[src/rtl/uart_pkg.sv]
//==============================================================================
// Module      : uart_pkg
// Description : Shared UART constants, FSM state encoding and helpers (TX/RX).
// Revision    : 1.0 - initial release
//==============================================================================
`default_nettype none

package uart_pkg;

    localparam int c_DWIDTH       = 8;
    localparam int c_CLKS_PER_BIT = 434;

    typedef enum logic [2:0] {
        ST_IDLE   = 3'd0,
        ST_START  = 3'd1,
        ST_DATA   = 3'd2,
        ST_PARITY = 3'd3,
        ST_STOP   = 3'd4
    } state_t;

    // Counter width for a 0..n-1 range; never narrower than one bit.
    function automatic int cnt_width(input int n);
        return (n > 1) ? $clog2(n) : 1;
    endfunction

endpackage

`default_nettype wire

[src/rtl/uart_bit_timer.sv]
//==============================================================================
// Module      : uart_bit_timer
// Description : Free-running 0..CLKS_PER_BIT-1 bit timer with terminal pulse.
// Revision    : 1.0 - initial release
//==============================================================================
`default_nettype none

module uart_bit_timer
    import uart_pkg::*;
#(
    parameter int CLKS_PER_BIT = c_CLKS_PER_BIT
) (
    input  logic clk,
    input  logic reset,
    input  logic clear,
    output logic bit_end
);

    localparam int                 c_CNT_W = cnt_width(CLKS_PER_BIT);
    localparam logic [c_CNT_W-1:0] c_LAST  = c_CNT_W'(CLKS_PER_BIT - 1);

    logic [c_CNT_W-1:0] r_cnt;

    always_ff @(posedge clk) begin
        if (reset || clear) begin
            r_cnt <= '0;
        end else if (r_cnt == c_LAST) begin
            r_cnt <= '0;
        end else begin
            r_cnt <= r_cnt + c_CNT_W'(1);
        end
    end

    assign bit_end = (r_cnt == c_LAST) && !clear;

endmodule

`default_nettype wire

[src/rtl/uart_tx_fifo_drain.sv]
//==============================================================================
// Module      : uart_tx_fifo_drain
// Description : UART transmitter draining the TX FIFO; optional even parity
//               bit enabled by defining UART_TX_PARITY_EN.
// Revision    : 1.0 - initial release
//==============================================================================
`default_nettype none

module uart_tx_fifo_drain
    import uart_pkg::*;
#(
    parameter int DWIDTH       = c_DWIDTH,
    parameter int CLKS_PER_BIT = c_CLKS_PER_BIT
) (
    input  logic              clk,
    input  logic              reset,
    input  logic              fifo_empty,
    input  logic [DWIDTH-1:0] fifo_rdata,
    output logic              fifo_rd,
    output logic              tx,
    output logic              busy,
    output logic              tx_done
);

    localparam int                 c_IDX_W    = cnt_width(DWIDTH);
    localparam logic [c_IDX_W-1:0] c_IDX_LAST = c_IDX_W'(DWIDTH - 1);

    state_t              r_state;
    state_t              w_state_nxt;
    logic [DWIDTH-1:0]   r_shift;
    logic [DWIDTH-1:0]   w_shift_nxt;
    logic [c_IDX_W-1:0]  r_idx;
    logic [c_IDX_W-1:0]  w_idx_nxt;
    logic                r_tx;
    logic                w_tx_nxt;
    logic                r_tx_done;
    logic                w_tx_done_nxt;
    logic                w_idle;
    logic                w_pop;
    logic                w_bit_end;
`ifdef UART_TX_PARITY_EN
    logic                r_parity;
`endif

    assign w_idle = (r_state == ST_IDLE);
    // Gating with reset keeps a pending byte in the FIFO while reset is held.
    assign w_pop  = w_idle & ~fifo_empty & ~reset;

    uart_bit_timer #(
        .CLKS_PER_BIT (CLKS_PER_BIT)
    ) u_bit_timer (
        .clk     (clk),
        .reset   (reset),
        .clear   (w_idle),
        .bit_end (w_bit_end)
    );

    always_comb begin
        w_state_nxt   = r_state;
        w_shift_nxt   = r_shift;
        w_idx_nxt     = r_idx;
        w_tx_done_nxt = 1'b0;
        case (r_state)
            ST_IDLE: begin
                if (w_pop) begin
                    w_state_nxt = ST_START;
                    w_shift_nxt = fifo_rdata;
                    w_idx_nxt   = '0;
                end
            end
            ST_START: begin
                if (w_bit_end) begin
                    w_state_nxt = ST_DATA;
                end
            end
            ST_DATA: begin
                if (w_bit_end) begin
                    w_shift_nxt = r_shift >> 1;
                    if (r_idx == c_IDX_LAST) begin
                        w_idx_nxt = '0;
`ifdef UART_TX_PARITY_EN
                        w_state_nxt = ST_PARITY;
`else
                        w_state_nxt = ST_STOP;
`endif
                    end else begin
                        w_idx_nxt = r_idx + c_IDX_W'(1);
                    end
                end
            end
`ifdef UART_TX_PARITY_EN
            ST_PARITY: begin
                if (w_bit_end) begin
                    w_state_nxt = ST_STOP;
                end
            end
`endif
            ST_STOP: begin
                if (w_bit_end) begin
                    w_state_nxt   = ST_IDLE;
                    w_tx_done_nxt = 1'b1;
                end
            end
            default: begin
                w_state_nxt = ST_IDLE;
            end
        endcase

        // tx is registered from the upcoming state so the line only changes at an edge.
        w_tx_nxt = 1'b1;
        case (w_state_nxt)
            ST_START:  w_tx_nxt = 1'b0;
            ST_DATA:   w_tx_nxt = w_shift_nxt[0];
`ifdef UART_TX_PARITY_EN
            ST_PARITY: w_tx_nxt = r_parity;
`endif
            default:   w_tx_nxt = 1'b1;
        endcase
    end

    always_ff @(posedge clk) begin
        if (reset) begin
            r_state   <= ST_IDLE;
            r_idx     <= '0;
            r_tx      <= 1'b1;
            r_tx_done <= 1'b0;
        end else begin
            r_state   <= w_state_nxt;
            r_idx     <= w_idx_nxt;
            r_tx      <= w_tx_nxt;
            r_tx_done <= w_tx_done_nxt;
        end
    end

    always_ff @(posedge clk) begin
        r_shift <= w_shift_nxt;
`ifdef UART_TX_PARITY_EN
        if (w_pop) begin
            r_parity <= ^fifo_rdata;
        end
`endif
    end

    assign fifo_rd = w_pop;
    assign busy    = w_pop | (~reset & ~w_idle);
    assign tx      = r_tx;
    assign tx_done = r_tx_done;

endmodule

`default_nettype wire

[config.mk]
export PLATFORM = sky130hd
export DESIGN_NAME = uart_tx_fifo_drain
export DESIGN_NICKNAME = d
export VERILOG_FILES = /design/src/rtl/uart_pkg.sv /design/src/rtl/uart_bit_timer.sv /design/src/rtl/uart_tx_fifo_drain.sv
export SDC_FILE = /design/constraint.sdc
export NUM_CORES = 1
export LEC_CHECK = 0
export BUFFER_PORTS_ARGS = -buffer_cell sky130_fd_sc_hd__buf_2
export CAP_MARGIN = 20
export CELL_PAD_IN_SITES_DETAIL_PLACEMENT = 1
export CELL_PAD_IN_SITES_GLOBAL_PLACEMENT = 2
export CORE_UTILIZATION = 35
export CTS_BUF_LIST = sky130_fd_sc_hd__clkbuf_16
export CTS_CLUSTER_SIZE = 12
export DETAILED_ROUTE_END_ITERATION = 12
export PLACE_DENSITY = 0.78
export SLEW_MARGIN = 20
export SYNTH_ARGS = -nofsm -noshare
export SYNTH_HDL_FRONTEND = slang
export SYNTH_HIERARCHICAL = 1
export SYNTH_SLANG_ARGS = --single-unit
export TNS_END_PERCENT = 20
[constraint.sdc]
create_clock -name clk -period 3.95 [get_ports clk]
set_input_delay 0.395 -clock clk [delete_from_list [all_inputs] [get_ports clk]]
set_output_delay 0.395 -clock clk [all_outputs]
set_load 0.1 [all_outputs]
Word-level counts from Yosys, hierarchy flattened --
Index checks and enable logic that the tools add are counted.
Storage, ports and cells: register bits after elaboration 25, latch bits 0, RAM bits 0, bits in read-only memories 0, bits of input ports 11, output and inout bits 4, logic and storage cells 49, memories 0
Cells by class: add/subtract/negate cells 2, multiply operators 0, div/mod/pow operators 0, order comparisons 0, eq/ne operators 9, shift-type cells 0, multiplexer cells 15, bitwise operators 8, reductions and logical operators 8
Operator list (count):
- two-way mux 3 bit | 8
- two-way mux 8 bit | 2
- case mux 8 bit (2 select lines) | 1
- case mux 3 bit (4 select lines) | 1
- adder 9 x 1 -> 9 bit (second input constant) | 1
- == test 9 bit (second input constant) | 1
- == test 3 x 1 -> 1 bit (second input constant) | 2
- == test 3 x 2 -> 1 bit (second input constant) | 2
- == test 3 bit (second input constant) | 2
- case mux 3 bit (2 select lines) | 1
- inverter 1 bit | 4
- OR reduction 2 bit | 2
- adder 3 x 1 -> 3 bit (second input constant) | 1
- bitwise AND 1 bit | 3
- zero test 3 bit | 1
- AND reduction 3 bit | 1
- != test 2 x 1 -> 1 bit (second input constant) | 1
- != test 2 bit (second input constant) | 1
- case mux 1 bit (2 select lines) | 1
- nonzero test 2 bit | 1
- logical AND 1 bit | 1
- zero test 1 bit | 1
- logical OR 1 bit | 1
- two-way mux 1 bit | 1
- OR 1 bit | 1

Depth between registers and ports, before layout --
Gate-level depths: netlist of the first run.
depth after elaboration 7, gate-level depth with buffers 8, depth with buffers taken out 8

By module --
Netlist of the first run, hierarchy kept.
By module, submodules not included:
- uart_tx_fifo_drain | times used 1, cells an instance 63, area each 752.0 um2, sequential area each 390.4 um2
- uart_bit_timer | times used 1, cells an instance 46, area each 415.4 um2, sequential area each 180.2 um2

Least setup slack after synthesis of the first run --
No wires, ideal clock.
path kind flip-flop to output port, from register r_state[2], to output port busy, arrival 2058 ps, required time 3555 ps, setup slack 1497 ps, stages on the path, launching flop included 4, path buffers 1, cell sequence dfxtp_1 > buf_2 > nor3_1 > a21oi_1
Between the ends: cells in the longest elaborated chain, start to end 4, elaborated cells on any way between the ends 6, those cells by class bitwise: 5; reduce/logical: 1
Ends and longest elaborated chain:
- start: declaration | line uart_tx_fifo_drain.sv:28 | state_t r_state;
- start signal: assignment | line uart_tx_fifo_drain.sv:128 | r_state <= w_state_nxt;
- zero test 3 bit (*) | line uart_tx_fifo_drain.sv:45 | assign w_idle = (r_state == ST_IDLE);
- net w_idle | line uart_tx_fifo_drain.sv:38 | logic w_idle;
- bitwise AND 1 bit or inverter 1 bit (tied branches) | line uart_tx_fifo_drain.sv:47, uart_tx_fifo_drain.sv:145
- bitwise AND 1 bit (on tied branches) | line uart_tx_fifo_drain.sv:47, uart_tx_fifo_drain.sv:145
- OR 1 bit (*) | line uart_tx_fifo_drain.sv:145 | assign busy = w_pop | (~reset & ~w_idle);
- end: declaration | line uart_tx_fifo_drain.sv:21 | output logic busy,
The timed path passes the listed nets; every way through them passes the cells marked *.

Worst setup path after layout of the first run --
from register r_state[0], to register r_idx[0]
Between the ends: cells in the longest elaborated chain, start to end 5, elaborated cells on any way between the ends 11, those cells by class eq/ne: 3; mux: 1; bitwise: 2; reduce/logical: 5
Ends and longest elaborated chain:
- zero test 3 bit | line uart_tx_fifo_drain.sv:45
- net w_idle | line uart_tx_fifo_drain.sv:38
- zero test 1 bit | line uart_bit_timer.sv:34 | assign bit_end = (r_cnt == c_LAST) && !clear;
- logical AND 1 bit | line uart_bit_timer.sv:34
- net w_bit_end | line uart_tx_fifo_drain.sv:40 | logic w_bit_end;
- != test 2 x 1 -> 1 bit (no source line)
- AND reduction 3 bit (no source line)
- end signal: assignment | line uart_tx_fifo_drain.sv:129 | r_idx <= w_idx_nxt;
- end: declaration | line uart_tx_fifo_drain.sv:32 | logic [c_IDX_W-1:0] r_idx;
The timed path passes the listed nets, and every way through them passes these cells. A chain may end at the register's enable or synchronous reset.

==> impl_results.md, run 1 <==
* Final instance area at 1350 µm²
* Leakage power at 0.471 nW
* Total nets after synthesis at 124
* Ratio of cells with drive above 1 in the final layout at 23.4%
* Outcome: finished clean
* Sink Count at 25
* Count of distinct cell types in the synthesized netlist at 39
* Hold Path Stages at 3
* Post-synthesis average cell area at 10.7 µm²
* Crit path launch type: flip-flop
* Highest clock frequency the design can meet at 377 MHz
* Final wirelength at 2.32 mm
* Total negative setup slack at 0 ns
* Dominant register cell in the synthesized netlist: dfxtp_1
* Antenna violations before repair at 0
* Total power at 0.550 mW
* GRT overflow at 0
* Cells along the critical path: nor3_1, nor4_1, clkbuf_2, nand2_1, a211oi_4, mux2i_1, nor2_1
* Highest signal layer in the routed design: met4
* Clk Latency, worst-skew pair at 0.26 ns
* Number of vias per cell after detailed routing at 5.22
* Post-detailed-route wirelength per cell at 13.8 µm
* Clock Skew at 0.00273 ns
* Number of buffers created by CTS at 3
* Min cycle time layout at 2.66 ns
* Number of buffers added on ports at 14
* Post-synthesis instance total at 109
* Critical path data arrival time at 2.80 ns
* Global-route wire length before repair at 3.75 mm
* Maximum vdd drop at 0.157 mV
* Net Sw Frac at 23.1%
* Worst Path Buf+Inv at 1
* Combinational Power Share at 8.2%
* Number of nets in the layout at 140
* # resized after CTS at 0
* Levels on crit path at 7
* First-iteration detailed-routing DRC count at 8
* Overall routing resource usage at 14.9%
* Synthesized area at 1170 µm²
* Vias post-DR at 877
* Commonest cells post-synth: dfxtp_1 (18), a21oi_1 (8), edfxtp_1 (7), nand2_1 (7), nor2_1 (7)
* Clock root cell: clkbuf_16
* Critical-path cell with the highest stage delay: nor4_1
* Pins over their slew limit at 0
* Length of routed met3 wiring at 91 µm
* ANT nets after route at 0
* DIE HEIGHT at 59.8 µm
* Fraction of registers with async set/reset at 0%
* Largest stage delay on the critical path at 0.61 ns
* Total I/O pin count at 15
* Post-route insts no fill at 168
* Std-Cell Rows at 20
* Setup repair after global routing missed its margin: no
* Number of global-route vias before repair at 797
* Yosys top cell by area: dfxtp_1
* Core area at 3100 µm²
* DP HPWL at 1.63 mm
* Synthesis-stage register bit count at 25
* Fraction of post-synthesis cell area in the top cell type by area at 30.9%
* Number of placed cells counting well taps at 163
* Setup fix buffers added after clock tree synthesis at 0
* Count of hold buffers inserted by post-cts repair at 0
* Top area cells in the synthesized netlist: dfxtp_1 (31%), edfxtp_1 (18%), a22o_1 (4.5%), ha_1 (4.3%), a21oi_1 (3.4%)
* Setup crit end kind: flip-flop
* Max transition margin at 57.6%
* # Max-Cap Violations at 0
* Hold/Removal Path Class: input pin to flip-flop
* Final setup violation count at 0
* Met2 layer wire length in the routed design at 1.15 mm
* Worst setup path class: flip-flop to flip-flop
* Area after detailed placement at 1260 µm²
* Number of enable-type register cells in the synthesized netlist at 7
* H-tree lvl count at 1
* Final hold violation count at 0
* Clock power frac at 41.9%
* Area added between synthesis and finish at 15.8%
* Pin count of the biggest net entering global routing at 16
* Final Cycle Share at 67.2%
* Sequential-to-total area share from yosys stat at 48.9%
* First-pass detailed-route iteration total at 4
* Most instantiated library cell after synthesis: dfxtp_1
* CTS tree: yes
* Die width at 59.8 µm
* Antenna cells at 0
* Ys Warns at 6
* Dominant delay contributor by cell family on the critical path: simple AND/OR/NAND/NOR gates
* Effective utilization at floorplan at 37.6%
* Clock transition time at the flip-flop clock pins of the worst setup and hold paths at 0.07 ns
* Least setup slack across all paths after layout at 1.29 ns
* Number of cell instances on the worst register-to-register path at 7
* Post-route DRC at 0
* Total power density per cell area at 407 nW/µm²
* Final RePlAce weighted congestion at 0.727
* Relative contribution of sequential cells to total power at 49.9%
* Worst-Margin Slew at 0.630 ns
* Required time of the worst setup path at 4.10 ns
* Floorplan die area at 3570 µm²
* DP Worst Slack at 1.17 ns
* Buffers from clock root to sink, at most at 2
* Met1 WL at 1.03 mm
* Critical path peak fanout at 12
* Total internal power at 0.423 mW
* Power dissipated by switching net loads at 0.127 mW
-- cell families after synthesis --
logic type,after synthesis,synth area share [%]
compound gates,24,16.0
fa+ha+maj,4,4.29
buf+inv,6,3.43
simple gates,45,23.4
xor+xnor,3,2.25
mux,2,1.82
flops,25,48.9
-- layout make-up --
cell class | count | area [µm²]
clock buffers | 3 | 75.1
multi-input cells | 78 | 557
repair buffers | 16 | 82.6
clock inverters | 1 | 7.51
well taps | 44 | 55.1
fillers | 374 | 1750
inverters | 1 | 3.75
flip-flops and latches | 25 | 571
-- path summary, 6_finish.rpt --
path	from	to	slack, ns
setup reg to reg	r_state[0]	r_idx[0]	1.29
hold reg to reg	u_bit_timer/r_cnt[0]	u_bit_timer/r_cnt[0]	0.47
hold / removal	fifo_rdata[0]	r_shift[0]	0.40
setup / recovery	r_state[0]	r_idx[0]	1.29
-- power groups by stage --
| stage | registers, mW | logic [mW] | clock network, mW |
|---|---|---|---|
| floorplan | 0.283 | 0.0319 | 0 |
| global placement | 0.280 | 0.0446 | 0 |
| detailed placement | 0.281 | 0.0456 | 0 |
| CTS | 0.275 | 0.0457 | 0.234 |
| global route | 0.275 | 0.0482 | 0.251 |
| finish | 0.275 | 0.0449 | 0.231 |
-- metrics by stage --
stage	hold WS [ns]	utilization [%]
after floorplan	0.433	-
after global placement	0.455	40.7
after detailed placement	0.460	40.7
after CTS	0.409	43.4
after global routing	0.408	43.5
final	0.397	43.5
-- layout by cell type, fill, tap and decap left out, types with 2 or more instances in the layout --
cell	n
nor3_1	2
a22o_1	6
nand2b_1	2
nand2_1	7
or3b_2	2
a21oi_1	8
o21ai_0	3
xor2_1	2
nor4_1	3
edfxtp_1	7
nor2_1	7
buf_2	14
nand3_1	5
or3_1	5
nand4_1	2
ha_1	4
clkbuf_16	3
dfxtp_1	18
nor3b_1	2
-- layer usage --
metal / vias up / GRT usage (%)
met5: - / 0
met4: 0 / 8.97
met3: 4 / 2.60
met2: 17 / 24.6
met1: 420 / 18.0
li1: 436 / -
-- worst reg2reg max path: cells and delay by family (launching register included) --
kind	cells	cell delay, ns
muxes	1	0.25
AOI/OAI and AO/OA	1	0.55
buffers and inverters	1	0.27
and+or+nand+nor	4	0.93
DFF	1	0.55
-- registers in the layout, summed over array words and instances (netlist names) --
signal / cells
tx_done: 1
r_state: 3
r_idx: 3
u_bit_timer/r_cnt: 9
tx: 1
r_shift: 8
Power figures use the tool's default switching activity.
==> run 2: changes to the inputs <==
--- a/config.mk
+++ b/config.mk
@@ -5,15 +5,16 @@
 export SDC_FILE = /design/constraint.sdc
 export NUM_CORES = 1
 export LEC_CHECK = 0
+export ABC_AREA = 1
 export BUFFER_PORTS_ARGS = -buffer_cell sky130_fd_sc_hd__buf_2
 export CAP_MARGIN = 20
 export CELL_PAD_IN_SITES_DETAIL_PLACEMENT = 1
 export CELL_PAD_IN_SITES_GLOBAL_PLACEMENT = 2
-export CORE_UTILIZATION = 35
+export CORE_UTILIZATION = 30
 export CTS_BUF_LIST = sky130_fd_sc_hd__clkbuf_16
 export CTS_CLUSTER_SIZE = 12
 export DETAILED_ROUTE_END_ITERATION = 12
-export PLACE_DENSITY = 0.78
+export PLACE_DENSITY = 0.75
 export SLEW_MARGIN = 20
 export SYNTH_ARGS = -nofsm -noshare
 export SYNTH_HDL_FRONTEND = slang
==> constraint.sdc (replaced) <==
create_clock -name clk -period 2.13 [get_ports clk]
set_input_delay 0.213 -clock clk [delete_from_list [all_inputs] [get_ports clk]]
set_output_delay 0.213 -clock clk [all_outputs]
set_load 0.1 [all_outputs]
==> run 2 against run 1 <==
Routed wire length up 11%. Combinational power up 120%. Non-clock buffer count down 1. Clock power up 82%. Fmax up 45%. Critical path type unchanged. Power up 87%. Via count up 8.9%. First-iteration DRC count up 63%. Cell count up 23%. Worst setup slack worse by 0.99 ns. Hold slack worse by 0.14 ns. Sequential cell count unchanged.
==> impl_results.md, run 2 <==
* Outcome: finished clean (unchanged)
* Effective utilization at floorplan at 32.2% (was 37.6%)
* Final hold violation count at 0 (unchanged)
* Buffers from clock root to sink, at most at 2 (unchanged)
* Max transition margin at 67.4% (was 57.6%)
* Post-detailed-route wirelength per cell at 12.5 µm (was 13.8 µm)
* Cells along the critical path: ha_1, nand2_1, nor2_1, nand2_2, nor2_2, nand3_2, nand2_2 (was nor3_1, nor4_1, clkbuf_2, nand2_1, a211oi_4, mux2i_1, nor2_1)
* Post-synthesis instance total at 139 (was 109)
* Largest Register: u_bit_timer/r_cnt (unchanged)
* H-tree lvl count at 1 (unchanged)
* ANT nets after route at 0 (unchanged)
* Synthesis-stage register bit count at 25 (unchanged)
* Total negative setup slack at 0 ns (unchanged)
* Overall routing resource usage at 14.1% (was 14.9%)
* Setup fix buffers added after clock tree synthesis at 0 (unchanged)
* Combinational Power Share at 9.6% (was 8.2%)
* Ys Warns at 6 (unchanged)
* Worst setup path class: flip-flop to flip-flop (unchanged)
* Number of enable-type register cells in the synthesized netlist at 7 (unchanged)
* Std-Cell Rows at 22 (was 20)
* Global-route wire length before repair at 4.57 mm (was 3.75 mm)
* Top area cells in the synthesized netlist: dfxtp_1 (30%), edfxtp_1 (17%), nand2_1 (8.0%), nor2_1 (5.3%), nand3_1 (4.9%) (was dfxtp_1 (31%), edfxtp_1 (18%), a22o_1 (4.5%), ha_1 (4.3%), a21oi_1 (3.4%))
* DP Worst Slack at 0.209 ns (was 1.17 ns)
* Ratio of cells with drive above 1 in the final layout at 26.6% (was 23.4%)
* Most common cell after layout, fill and taps aside: nand2_1 (was dfxtp_1)
* Total internal power at 0.785 mW (was 0.423 mW)
* Hold/Removal Path Class: input pin to flip-flop (unchanged)
* Worst-Margin Slew at 0.493 ns (was 0.630 ns)
* Post-synthesis average cell area at 8.73 µm² (was 10.7 µm²)
* Most instantiated library cell after synthesis: nand2_1 (was dfxtp_1)
* Number of nets in the layout at 174 (was 140)
* Post-route DRC at 0 (unchanged)
* Area after detailed placement at 1360 µm² (was 1260 µm²)
* Leakage power at 0.576 nW (was 0.471 nW)
* Clock root cell: clkbuf_16 (unchanged)
* Number of global-route vias before repair at 1014 (was 797)
* DIE HEIGHT at 65.6 µm (was 59.8 µm)
* Dominant register cell in the synthesized netlist: dfxtp_1 (unchanged)
* Total of fill cells in the finished design at 451 (was 374)
* Net Sw Frac at 23.7% (was 23.1%)
* Critical-path cell with the highest stage delay: dfxtp_1 (was nor4_1)
* Number of buffers added on ports at 14 (unchanged)
* # resized after CTS at 0 (unchanged)
* First-pass detailed-route iteration total at 2 (was 4)
* Largest stage delay on the critical path at 0.40 ns (was 0.61 ns)
* Final setup violation count at 0 (unchanged)
* Fraction of registers with async set/reset at 0% (unchanged)
* Critical path data arrival time at 1.78 ns (was 2.80 ns)
* Flip-flop count of the largest register after layout at 9 (unchanged)
* # Max-Cap Violations at 0 (unchanged)
* Antenna violations before repair at 0 (unchanged)
* Maximum vdd drop at 0.233 mV (was 0.157 mV)
* Count of hold buffers inserted by post-cts repair at 0 (unchanged)
* Total I/O pin count at 15 (unchanged)
* DP HPWL at 1.97 mm (was 1.63 mm)
* Number of placed cells counting well taps at 202 (was 163)
* Largest registers: u_bit_timer/r_cnt: 9 flops, r_shift: 8 flops (unchanged)
* Clock transition time at the flip-flop clock pins of the worst setup and hold paths at 0.06 ns (was 0.07 ns)
* Clock power frac at 40.8% (was 41.9%)
* Min cycle time layout at 1.83 ns (was 2.66 ns)
* Final instance area at 1440 µm² (was 1350 µm²)
* Setup crit end kind: flip-flop (unchanged)
* Pin count of the biggest net entering global routing at 16 (unchanged)
* Total power density per cell area at 714 nW/µm² (was 407 nW/µm²)
* Hold slack at 0.256 ns (was 0.397 ns)
* Relative contribution of sequential cells to total power at 49.6% (was 49.9%)
* Number of vias per cell after detailed routing at 4.64 (was 5.22)
* Crit path launch type: flip-flop (unchanged)
* Vias post-DR at 955 (was 877)
* Post-route insts no fill at 206 (was 168)
* Power dissipated by switching net loads at 0.243 mW (was 0.127 mW)
* Number of buffers created by CTS at 3 (unchanged)
* Final wirelength at 2.58 mm (was 2.32 mm)
* Critical path peak fanout at 10 (was 12)
* Antenna cells at 0 (unchanged)
* Sequential-to-total area share from yosys stat at 47.0% (was 48.9%)
* Setup repair after global routing missed its margin: no (unchanged)
* Final Cycle Share at 85.7% (was 67.2%)
* Count of distinct cell types in the synthesized netlist at 26 (was 39)
* Most Frequent Cell on Critical Path: nand2_2
* Total power at 1.03 mW (was 0.550 mW)
* Highest clock frequency the design can meet at 548 MHz (was 377 MHz)
* Area added between synthesis and finish at 18.7% (was 15.8%)
* CTS tree: yes (unchanged)
* Die width at 65.6 µm (was 59.8 µm)
* Clock Skew at 0.00311 ns (was 0.00273 ns)
* Core area at 3770 µm² (was 3100 µm²)
* Total nets after synthesis at 154 (was 124)
* Commonest cells after routing, fill and taps aside: nand2_1 (26), dfxtp_1 (18), nor2_1 (16) (was dfxtp_1 (18), buf_2 (14), a21oi_1 (8))
* Pins over their slew limit at 0 (unchanged)
* Commonest cells post-synth: nand2_1 (26), dfxtp_1 (18), nor2_1 (17), inv_1 (14), nand3_1 (12) (was dfxtp_1 (18), a21oi_1 (8), edfxtp_1 (7), nand2_1 (7), nor2_1 (7))
* Least setup slack across all paths after layout at 0.304 ns (was 1.29 ns)
* Final RePlAce weighted congestion at 0.842 (was 0.727)
* Floorplan die area at 4300 µm² (was 3570 µm²)
* First-iteration detailed-routing DRC count at 13 (was 8)
* Required time of the worst setup path at 2.08 ns (was 4.10 ns)
* Slack of the worst reg-to-reg path at 0.30 ns (was 1.29 ns)
* Yosys top cell by area: dfxtp_1 (unchanged)
* GRT overflow at 0 (unchanged)
* Clk Latency, worst-skew pair at 0.26 ns (about the same)
* Fraction of post-synthesis cell area in the top cell type by area at 29.7% (was 30.9%)
* Sink Count at 25 (unchanged)
* Post-route core utilization at 38.2% (was 43.5%)
* Synthesized area at 1210 µm² (was 1170 µm²)
## run 2: cell count changes after synthesis, moves of 4 or more
cell	before	now
a21oi_2	0	5
a21oi_1	8	3
inv_2	0	4
inv_1	1	14
nand2_1	7	26
nand3_1	5	12
nor2_1	7	17
or3_1	5	0
## run 2: worst paths after layout
path,start,endpoint,depth (start not counted)
min reg2reg,u_bit_timer/r_cnt[8],u_bit_timer/r_cnt[8],2
min,fifo_rdata[0],r_shift[0],3
max,u_bit_timer/r_cnt[0],r_shift[5],7
max reg2reg,u_bit_timer/r_cnt[0],r_shift[5],7
## run 2: critical path: cells and delay by family, from the launching register on
family,cells,cell delay (ns)
simple gates,6,0.92
fa+ha+maj,1,0.19
flops,1,0.40
## run 2: cell type report
type,instances,area (µm²),share of cell area (%)
Tap cell,48,60.1,4.17
Clock buffer,3,75.1,5.21
Timing Repair Buffer,15,77.6,5.39
Inverter,18,67.6,4.69
Sequential cell,25,571,39.6
Multi-Input combinational cell,96,582,40.4
Clock inverter,1,7.51,0.521
## run 2: per-layer routing
| metal | up-vias | part of all wire, % | track usage [%] |
|---|---|---|---|
| li1 | 498 | - | - |
| met1 | 441 | 52 | 18.5 |
| met2 | 14 | 43 | 22.7 |
| met3 | 2 | 3.5 | 2.78 |
| met4 | 0 | 0.89 | 5.71 |
| met5 | - | 0 | 0 |
## run 2: kinds of logic after synthesis
kind of cell,share of synthesized area [%]
flip-flops,47.0
buffers and inverters,5.57
adder cells (fa/ha/maj),4.12
AND/OR/NAND/NOR,29.7
AO/OA/AOI/OAI,12.2
XOR/XNOR,1.44
## run 2: power groups by stage
stage	clock network [mW]	logic (mW)	registers (mW)
CTS	0.431	0.0997	0.510
detailed placement	0	0.0989	0.520
global placement	0	0.0976	0.520
global route	0.453	0.108	0.511
finish	0.420	0.0984	0.510
floorplan	0	0.0611	0.528
==> run 3: changes to the inputs <==
--- a/config.mk
+++ b/config.mk
@@ -10,11 +10,12 @@
 export CAP_MARGIN = 20
 export CELL_PAD_IN_SITES_DETAIL_PLACEMENT = 1
 export CELL_PAD_IN_SITES_GLOBAL_PLACEMENT = 2
-export CORE_UTILIZATION = 30
+export CORE_UTILIZATION = 35
 export CTS_BUF_LIST = sky130_fd_sc_hd__clkbuf_16
+export CTS_CLUSTER_DIAMETER = 60
 export CTS_CLUSTER_SIZE = 12
 export DETAILED_ROUTE_END_ITERATION = 12
-export PLACE_DENSITY = 0.75
+export PLACE_DENSITY = 0.82
 export SLEW_MARGIN = 20
 export SYNTH_ARGS = -nofsm -noshare
 export SYNTH_HDL_FRONTEND = slang
==> constraint.sdc (replaced) <==
create_clock -name clk -period 2.3 [get_ports clk]
set_input_delay 0.23 -clock clk [delete_from_list [all_inputs] [get_ports clk]]
set_output_delay 0.23 -clock clk [all_outputs]
set_load 0.1 [all_outputs]
==> run 3 against run 2 <==
Non-clock buffer count unchanged. Worst setup slack improved by 0.086 ns. Power decreased by 8.6%. Largest cell class unchanged. Die area decreased by 14%. Critical path type unchanged. Register-to-register slack improved by 0.09 ns.
==> impl_results.md, run 3 (synthesized netlist as in run 2, its figures left out) <==
* Total of fill cells in the finished design at 418 (was 451)
* Vias post-DR at 957 (was 955)
* H-tree lvl count at 1 (unchanged)
* First-pass detailed-route iteration total at 3 (was 2)
* Pin count of the biggest net entering global routing at 15 (was 16)
* Largest registers: u_bit_timer/r_cnt: 9 flops, r_shift: 8 flops (unchanged)
* Commonest cells after routing, fill and taps aside: nand2_1 (26), dfxtp_1 (18), nor2_1 (17) (was nand2_1 (26), dfxtp_1 (18), nor2_1 (16))
* Hold Path Origin: reset (was fifo_rdata[0])
* Startpoint of the lowest-slack register-to-register path: u_bit_timer/r_cnt[0] (unchanged)
* Required time of the worst setup path at 2.48 ns (was 2.08 ns)
* Highest clock frequency the design can meet at 524 MHz (was 548 MHz)
* Largest stage delay on the critical path at 0.39 ns (was 0.40 ns)
* GRT overflow at 0 (unchanged)
* DIE HEIGHT at 60.9 µm (was 65.6 µm)
* Number of buffers created by CTS at 3 (unchanged)
* Post-route insts no fill at 204 (was 206)
* Global-route wire length before repair at 4.33 mm (was 4.57 mm)
* Clock root cell: clkbuf_16 (unchanged)
* Grt met3 use at 3.20% (was 2.78%)
* Crit path launch type: flip-flop (unchanged)
* Routing usage on met1 at 20.4% (was 18.5%)
* Total negative setup slack at 0 ns (unchanged)
* Number of buffers added on ports at 14 (unchanged)
* Final wirelength at 2.51 mm (was 2.58 mm)
* Critical path launch point: u_bit_timer/r_cnt[0] (unchanged)
* Least setup slack across all paths after layout at 0.391 ns (was 0.304 ns)
* Global-route track usage on met2 at 27.2% (was 22.7%)
* Cells along the critical path: ha_1, nand2_1, nor2_1, nand2_2, nor2_1, nand3_2, nand2_2, nand3_1, a21oi_1 (was ha_1, nand2_1, nor2_1, nand2_2, nor2_2, nand3_2, nand2_2)
* Count of hold buffers inserted by post-cts repair at 0 (unchanged)
* Setup crit end kind: flip-flop (unchanged)
* Ratio of cells with drive above 1 in the final layout at 25.3% (was 26.6%)
* Most heavily used metal layer in global routing: met2 (unchanged)
* Clock transition time at the flip-flop clock pins of the worst setup and hold paths at 0.06 ns (about the same)
* First-iteration detailed-routing DRC count at 28 (was 13)
* Final Cycle Share at 83.0% (was 85.7%)
* Worst setup path class: flip-flop to flip-flop (unchanged)
* Total power density per cell area at 657 nW/µm² (was 714 nW/µm²)
* Maximum vdd drop at 0.283 mV (was 0.233 mV)
* Final RePlAce weighted congestion at 0.771 (was 0.842)
* Std-Cell Rows at 21 (was 22)
* Max transition margin at 67.6% (was 67.4%)
* Setup fix buffers added after clock tree synthesis at 0 (unchanged)
* Number of vias per cell after detailed routing at 4.69 (was 4.64)
* Number of placed cells counting well taps at 200 (was 202)
* Outcome: finished clean (unchanged)
* Total I/O pin count at 15 (unchanged)
* DP HPWL at 2.02 mm (was 1.97 mm)
* Setup repair after global routing missed its margin: no (unchanged)
* Final setup violation count at 0 (unchanged)
* Hold/Removal Path Class: input pin to flip-flop (unchanged)
* Antenna cells at 0 (unchanged)
* Floorplan die area at 3710 µm² (was 4300 µm²)
* Area taken by flip-flops and latches at 571 µm² (unchanged)
* Overall routing resource usage at 15.9% (was 14.1%)
* Area after detailed placement at 1350 µm² (was 1360 µm²)
* Final hold violation count at 0 (unchanged)
* Leakage power at 0.578 nW (was 0.576 nW)
* Core area at 3340 µm² (was 3770 µm²)
* Clock Skew at 0.00166 ns (was 0.00311 ns)
* Critical-path cell with the highest stage delay: dfxtp_1 (unchanged)
* Critical path data arrival time at 2.09 ns (was 1.78 ns)
* Area added between synthesis and finish at 17.7% (was 18.7%)
* CTS tree: yes (unchanged)
* ANT nets after route at 0 (unchanged)
* Pins over their slew limit at 0 (unchanged)
* Post-route DRC at 0 (unchanged)
* Most common cell after layout, fill and taps aside: nand2_1 (unchanged)
* Flip-flop count of the largest register after layout at 9 (unchanged)
* Worst Path Buf+Inv at 0 (unchanged)
* # resized after CTS at 0 (unchanged)
* Die width at 60.9 µm (was 65.6 µm)
* Dominant delay contributor by cell family on the critical path: simple AND/OR/NAND/NOR gates (unchanged)
* Effective utilization at floorplan at 36.4% (was 32.2%)
* Largest Register: u_bit_timer/r_cnt (unchanged)
* Worst-Margin Slew at 0.489 ns (was 0.493 ns)
* Antenna violations before repair at 0 (unchanged)
* Final instance area at 1430 µm² (was 1440 µm²)
* Sink Count at 25 (unchanged)
* Min cycle time layout at 1.91 ns (was 1.83 ns)
* Area used by multi-input combinational logic at 576 µm² (was 582 µm²)
* Post-route core utilization at 42.8% (was 38.2%)
* Hold slack at 0.254 ns (was 0.256 ns)
* # Max-Cap Violations at 0 (unchanged)
* Number of global-route vias before repair at 956 (was 1014)
* Total power at 0.939 mW (was 1.03 mW)
* Number of nets in the layout at 174 (unchanged)
* DP Worst Slack at 0.405 ns (was 0.209 ns)
* Post-detailed-route wirelength per cell at 12.3 µm (was 12.5 µm)
* Critical path peak fanout at 10 (unchanged)
* Clk Latency, worst-skew pair at 0.25 ns (was 0.26 ns)
* Buffers from clock root to sink, at most at 2 (unchanged)
run 3: power breakdown:
group	switching [mW]	total [mW]	internal, mW	leakage, nW
logic	0.0651	0.0904	0.0252	0.320
clock network	0.143	0.377	0.234	0.0409
registers	0.00684	0.472	0.465	0.217
run 3: layer usage:
layer	wire length [µm]	up-vias
met2	1170	10
met1	1270	448
met3	60	2
met4	17	0
li1	-	497
met5	0	-
run 3: final timing paths:
| path | cells after the start | slack (ns) | end |
|---|---|---|---|
| setup / recovery | 9 | 0.39 | r_idx[2] |
| hold / removal | 2 | 0.25 | r_idx[1] |
| setup reg to reg | 9 | 0.39 | r_idx[2] |
| hold reg to reg | 1 | 0.48 | u_bit_timer/r_cnt[0] |
run 3: cell type report:
type,instances,area share [%]
flip-flops and latches,25,39.9
inverters,18,4.73
clock buffers,3,5.25
well taps,46,4.03
multi-input cells,96,40.3
repair buffers,15,5.43
clock inverters,1,0.350
run 3: worst register-to-register path, stage by stage (launching register included):
cell	delay [ns]
dfxtp_1	0.39
ha_1	0.16
nand2_1	0.05
nor2_1	0.13
nand2_2	0.09
nor2_1	0.34
nand3_2	0.20
nand2_2	0.24
nand3_1	0.10
a21oi_1	0.14
